`src/rtl/execute_stage_controller.sv`:
```
// Execute-stage sequencer: accepts decoded ops, strobes ALU or mul/div, holds results for writeback, redirects fetch.
// Latency: ALU/branch result one cycle after issue; mul/div result one cycle after md_done (or timeout kill).
// Backpressure: result held while wb_ready=0 with issue_ready low; wb_ready=1 lets a new op issue in the same cycle.
module execute_stage_controller #(
  parameter int MD_TIMEOUT = 64,
  parameter int CNT_W      = 32
) (
  input  logic             clk,
  input  logic             reset,
  input  logic             issue_valid,
  output logic             issue_ready,
  input  logic [1:0]       op_class,
  input  logic             branch_taken,
  input  logic [63:0]      branch_target,
  output logic             alu_enable,
  output logic             md_start,
  input  logic             md_done,
  output logic             md_kill,
  output logic             result_valid,
  input  logic             wb_ready,
  output logic             redirect_valid,
  output logic [63:0]      redirect_pc,
  input  logic             flush,
  output logic             md_error,
  output logic [CNT_W-1:0] retired_cnt
);

  // Wait counter only has to reach MD_TIMEOUT-1; the FSM leaves MD_WAIT there.
  localparam int WAIT_W = (MD_TIMEOUT < 2) ? 1 : $clog2(MD_TIMEOUT);
  localparam logic [WAIT_W-1:0] WAIT_LAST = WAIT_W'(MD_TIMEOUT - 1);

  localparam logic [1:0] OP_BRANCH = 2'b01;
  localparam logic [1:0] OP_MULDIV = 2'b10;

  typedef enum logic [1:0] {
    IDLE    = 2'd0,
    MD_WAIT = 2'd1,
    RESULT  = 2'd2
  } state_t;

  state_t            state;
  state_t            state_nxt;
  logic [WAIT_W-1:0] wait_cnt;
  logic              redirect_pend;
  logic [63:0]       redirect_pc_q;
  logic              md_error_q;
  logic [CNT_W-1:0]  retired_q;

  logic              op_is_md;
  logic              op_is_br;
  logic              issue_fire;
  logic              md_timeout;
  logic              retire;

  assign op_is_md = (op_class == OP_MULDIV);
  assign op_is_br = (op_class == OP_BRANCH);

  // A new op can enter when the stage is empty or its held result leaves this cycle.
  assign issue_ready = ~reset & ~flush &
                       ((state == IDLE) | ((state == RESULT) & wb_ready));
  assign issue_fire  = issue_valid & issue_ready;

  // md_done arriving on the last wait cycle beats the timeout.
  assign md_timeout = (state == MD_WAIT) & (wait_cnt == WAIT_LAST) & ~md_done;

  // A result only counts as retired if no flush discards it in the same cycle.
  assign retire = result_valid & wb_ready & ~flush;

  // State register with synchronous reset.
  always_ff @(posedge clk) begin
    if (reset) begin
      state <= IDLE;
    end else begin
      state <= state_nxt;
    end
  end

  // Next-state logic; flush dominates every other input.
  always_comb begin
    state_nxt = state;
    if (flush) begin
      state_nxt = IDLE;
    end else begin
      case (state)
        IDLE: begin
          if (issue_fire) begin
            state_nxt = op_is_md ? MD_WAIT : RESULT;
          end
        end
        MD_WAIT: begin
          if (md_done || (wait_cnt == WAIT_LAST)) begin
            state_nxt = RESULT;
          end
        end
        RESULT: begin
          if (wb_ready) begin
            if (issue_fire) begin
              state_nxt = op_is_md ? MD_WAIT : RESULT;
            end else begin
              state_nxt = IDLE;
            end
          end
        end
        default: state_nxt = IDLE;
      endcase
    end
  end

  // Output decode: strobes are tied to the issue handshake or the current state.
  always_comb begin
    alu_enable     = issue_fire & ~op_is_md;
    md_start       = issue_fire & op_is_md;
    md_kill        = ~reset & (state == MD_WAIT) & (flush | md_timeout);
    result_valid   = ~reset & (state == RESULT);
    redirect_valid = ~reset & ~flush & redirect_pend;
    redirect_pc    = redirect_pc_q;
    md_error       = md_error_q;
    retired_cnt    = retired_q;
  end

  // Mul/div wait counter: cleared on launch, counts while waiting.
  always_ff @(posedge clk) begin
    if (reset) begin
      wait_cnt <= '0;
    end else if (md_start) begin
      wait_cnt <= '0;
    end else if (state == MD_WAIT) begin
      wait_cnt <= wait_cnt + WAIT_W'(1);
    end
  end

  // Taken-branch redirect: pulse the cycle after issue, target held until the next taken branch.
  always_ff @(posedge clk) begin
    if (reset) begin
      redirect_pend <= 1'b0;
      redirect_pc_q <= '0;
    end else begin
      redirect_pend <= issue_fire & op_is_br & branch_taken;
      if (issue_fire && op_is_br && branch_taken) begin
        redirect_pc_q <= branch_target;
      end
    end
  end

  // Sticky timeout flag; a flush-initiated kill is not an error.
  always_ff @(posedge clk) begin
    if (reset) begin
      md_error_q <= 1'b0;
    end else if (md_timeout && !flush) begin
      md_error_q <= 1'b1;
    end
  end

  // Retired-op counter, wrapping naturally at its width.
  always_ff @(posedge clk) begin
    if (reset) begin
      retired_q <= '0;
    end else if (retire) begin
      retired_q <= retired_q + CNT_W'(1);
    end
  end

endmodule

```
`config.mk`:
```
export PLATFORM = sky130hd
export DESIGN_NAME = execute_stage_controller
export DESIGN_NICKNAME = d
export VERILOG_FILES = /design/src/rtl/execute_stage_controller.sv
export SDC_FILE = /design/constraint.sdc
export NUM_CORES = 1
export LEC_CHECK = 0
export CELL_PAD_IN_SITES_DETAIL_PLACEMENT = 0
export CELL_PAD_IN_SITES_GLOBAL_PLACEMENT = 1
export CORE_UTILIZATION = 34
export CTS_BUF_LIST = sky130_fd_sc_hd__clkbuf_8
export DETAILED_ROUTE_END_ITERATION = 10
export GPL_TIMING_DRIVEN = 0
export PLACE_DENSITY = 0.91
export SYNTH_ARGS = -nofsm -noshare
export SYNTH_HDL_FRONTEND = slang
export SYNTH_SLANG_ARGS = --single-unit
```
`constraint.sdc`:
```
create_clock -name clk -period 5.63 [get_ports clk]
set_clock_uncertainty 0.2 [all_clocks]
set_input_delay 1.4075 -clock clk [delete_from_list [all_inputs] [get_ports clk]]
set_output_delay 1.4075 -clock clk [all_outputs]
set_load 0.01 [all_outputs]
```
==> metrics.cfg <==
[floorplanning]
floorplan.rows = 41
height_of_the_die_um = 116.6
dieWidth_um = 116.6
core_region_area_um2 = 12720
boundaryPins = 176
effective_utilization_at_floorplan = 0.3507
die-area_um2 = 13590

[synth]
synth_warnings = 0
yosys_register_bits = 106
syn_inst = 544
synth_enable_flop_cells = 0
synth_seq_area_share = 0.4756
syn_area_um2 = 4462
async_flop_share = 0
synth.net_count = 619
syn_avg_cell_area_um2 = 8.202
synth.distinct_cells = 35
dominantRegCellSynth = dfxtp_1

[power_and_ir_drop]
irDropWorstVdd_mv = 0.09290
power.density_nw_per_um2 = 201.2
power.static_leakage_nw = 2.063

[clock_network]
cts.path.max_buffers = 2
clkSlewWorstSetupHoldPaths_ns = 0.09
cts_tree = built
cts_inserted_buffers = 9
worstSkewPairLatency_ns = 0.38
cts_h_tree_depth = 3
cts.hold.buffers_added = 0
postCtsSetupRepairBufs = 0
tritoncts_num_sinks = 106
cts_root_buffer = clkbuf_8
cts.repair.resized = 0

[route]
route.detailed.wl_per_inst_um = 15.60
drc = 0
via_count = 4835
initial_drc_count = 378
detailed_router_iteration_count_before_antenna_repair = 5
wl_mm = 14.13
post_drt_via_cell_ratio = 5.337
final_antenna_net_count = 0

[setup_path]
worst_setup_path_startpoint = wb_ready
crit-reg2reg-capture = retired_cnt[29]
critical_path.startpoint_type = primary input
end_kind = output pin
critPathMaxFanout = 10
worst_r2r_startpoint = state[0]
path_cells = clkdlybuf4s50_1 -> nand2b_1 -> nand3_1 -> clkbuf_1 -> clkbuf_1 -> nor2_1 -> clkdlybuf4s50_1
cp_data_arrival_time_ns = 3.78
path_class = in2out
setup.reg_to_reg.worst_slack_ns = 2.82
critPathRequiredTime_ns = 4.02
reg2reg_depth = 5
crit_slowest_cell = clkdlybuf4s50_1
cpPeakStageDelay_ns = 0.51

[layout]
layout_cells_sized_above_1 = 0.03678
finalNonFillerCells = 906
post_layout_utilization_of_the_core = 0.5189
layout_cell_area_excl_fill_um2 = 6601
n_antenna_cell = 0
area_growth_syn_to_layout_pct = 47.95
final_nets = 804
commonest_non_fill_non_tap_cell_in_the_layout = clkdlybuf4s50_1
layout.cells.most_common_list = 174 x clkdlybuf4s50_1, 106 x dfxtp_1, 88 x a21oi_1

[placed_design]
dp_hpwl_mm = 10.36
placed_area_um2 = 6419
dp_cells = 890
numPortBuffers = 174
gp_congestion = 0.8214

[timing]
final.hold.worst_slack_ns = 0.2780
hold_violations = 0
maxSlewHeadroom = 0.4893
final_period_minus_worst_setup_slack_ns = 5.388
fin_setup_tns_ns = 0
worst_slew_pin_slew_ns = 0.7632
clock.fmax_mhz = 185.6
final_setup_violation_count = 0
slew_viol_final = 0
rsz_0062_raised_after_global_routing = no
layout_worst_path_cycle_share = 0.9571

[min_path]
min_delay_path_depth = 2
timing.hold.worst.class = reg2reg
hold_end = redirect_pc[12]
worst_hold_startpoint = redirect_pc[12]

[outcome]
outcome = completed

[global_route]
grt_max_degree = 16
grt_overflow = 0
grt_pass1_wl_mm = 21.98
initial_antenna_violation_count = 0
grt.total_usage = 0.2062
grt_pass1_vias = 4553
globalRouteMet3Util = 0.05397
grt.met2_usage = 0.3428
grt.busiest_layer = met2
met1_usage = 0.2528

[run]
drv.max_cap_violation_count = 0

[critical path: cells and delay by family]
kind	cells	cell delay [ns]
buf+inv	4	1.80
simple gates	3	0.57
[worst max path at each step]
stage	endpoint	slack, ns	cells past startpoint
after detailed placement	md_start	0.19	7
final	alu_enable	0.24	7
after floorplan	alu_enable	1.56	6
after CTS	md_start	0.17	7
after global placement	alu_enable	0.19	7
after global routing	alu_enable	0.01	7
[logic make-up after synthesis]
group | after synthesis | synth area share
muxes | 5 | 0.01234
AOI/OAI and AO/OA | 176 | 0.2042
and+or+nand+nor | 193 | 0.2342
xor gates and xnor gates | 11 | 0.02159
adders and majority gates | 2 | 0.005608
buffers and inverters | 51 | 0.04655
DFF | 106 | 0.4756
[power breakdown]
group	internal [W]	total, W	switching, W
Combinational	0.0000612	0.000118	0.0000565
Sequential	0.000753	0.000755	0.00000201
Clock	0.000193	0.000456	0.000262
Total	0.00101	0.00133	0.000321
[per-layer routing]
metal / vias up / wire length (µm)
li1: 2345 / -
met1: 2275 / 6046
met2: 195 / 6566
met3: 20 / 1216
met4: 0 / 305
met5: - / 0
[cells in the mapped netlist, types with 2 or more instances]
master    instances  area share
or3_1            13       0.018
nor4_1            5      0.0070
clkbuf_1         41       0.034
buf_6             2      0.0050
nand2_1          16       0.013
xnor2_1           4      0.0079
or4b_4            2      0.0062
mux2_2            4       0.010
nor2_1           26       0.022
nand2b_1          4      0.0056
inv_1             6      0.0050
a21oi_1          88       0.099
or2_2             3      0.0042
nor2b_1           6      0.0084
nand4_1          11       0.015
o21ai_0          77       0.086
nand3_1          79       0.089
dfxtp_1         106        0.48
o31ai_1           8       0.013
and3_1            5      0.0070
xor2_1            7       0.014
and4_1            5      0.0098
nor3_1            5      0.0056
nor3b_1           2      0.0034
ha_1              2      0.0056
or4_1             8       0.013
[stage by stage]
step,total power [W],setup WS (ns)
2_1_floorplan,0.0008118,1.557
5_1_grt,0.001372,0.01370
6_report,0.001328,0.2416
4_1_cts,0.001338,0.1691
3_5_place_dp,0.0008896,0.1884
3_3_place_gp,0.0008881,0.1931
[state kept, by name (all words and copies together), names as in the netlist]
register / flops
wait_cnt: 6
retired_cnt: 32
md_error: 1
redirect_pend: 1
state: 2
redirect_pc: 64
[cell type report]
cell class | instances | area (µm²)
clock inverters | 4 | 17.52
plain buffers | 45 | 185.2
inverters | 6 | 22.52
flip-flops and latches | 106 | 2122
repair buffers | 174 | 1742
well taps | 172 | 215.2
clock buffers | 12 | 165.2
fillers | 1221 | 6121
multi-input cells | 387 | 2132
(Power assumes the default switching activity.)
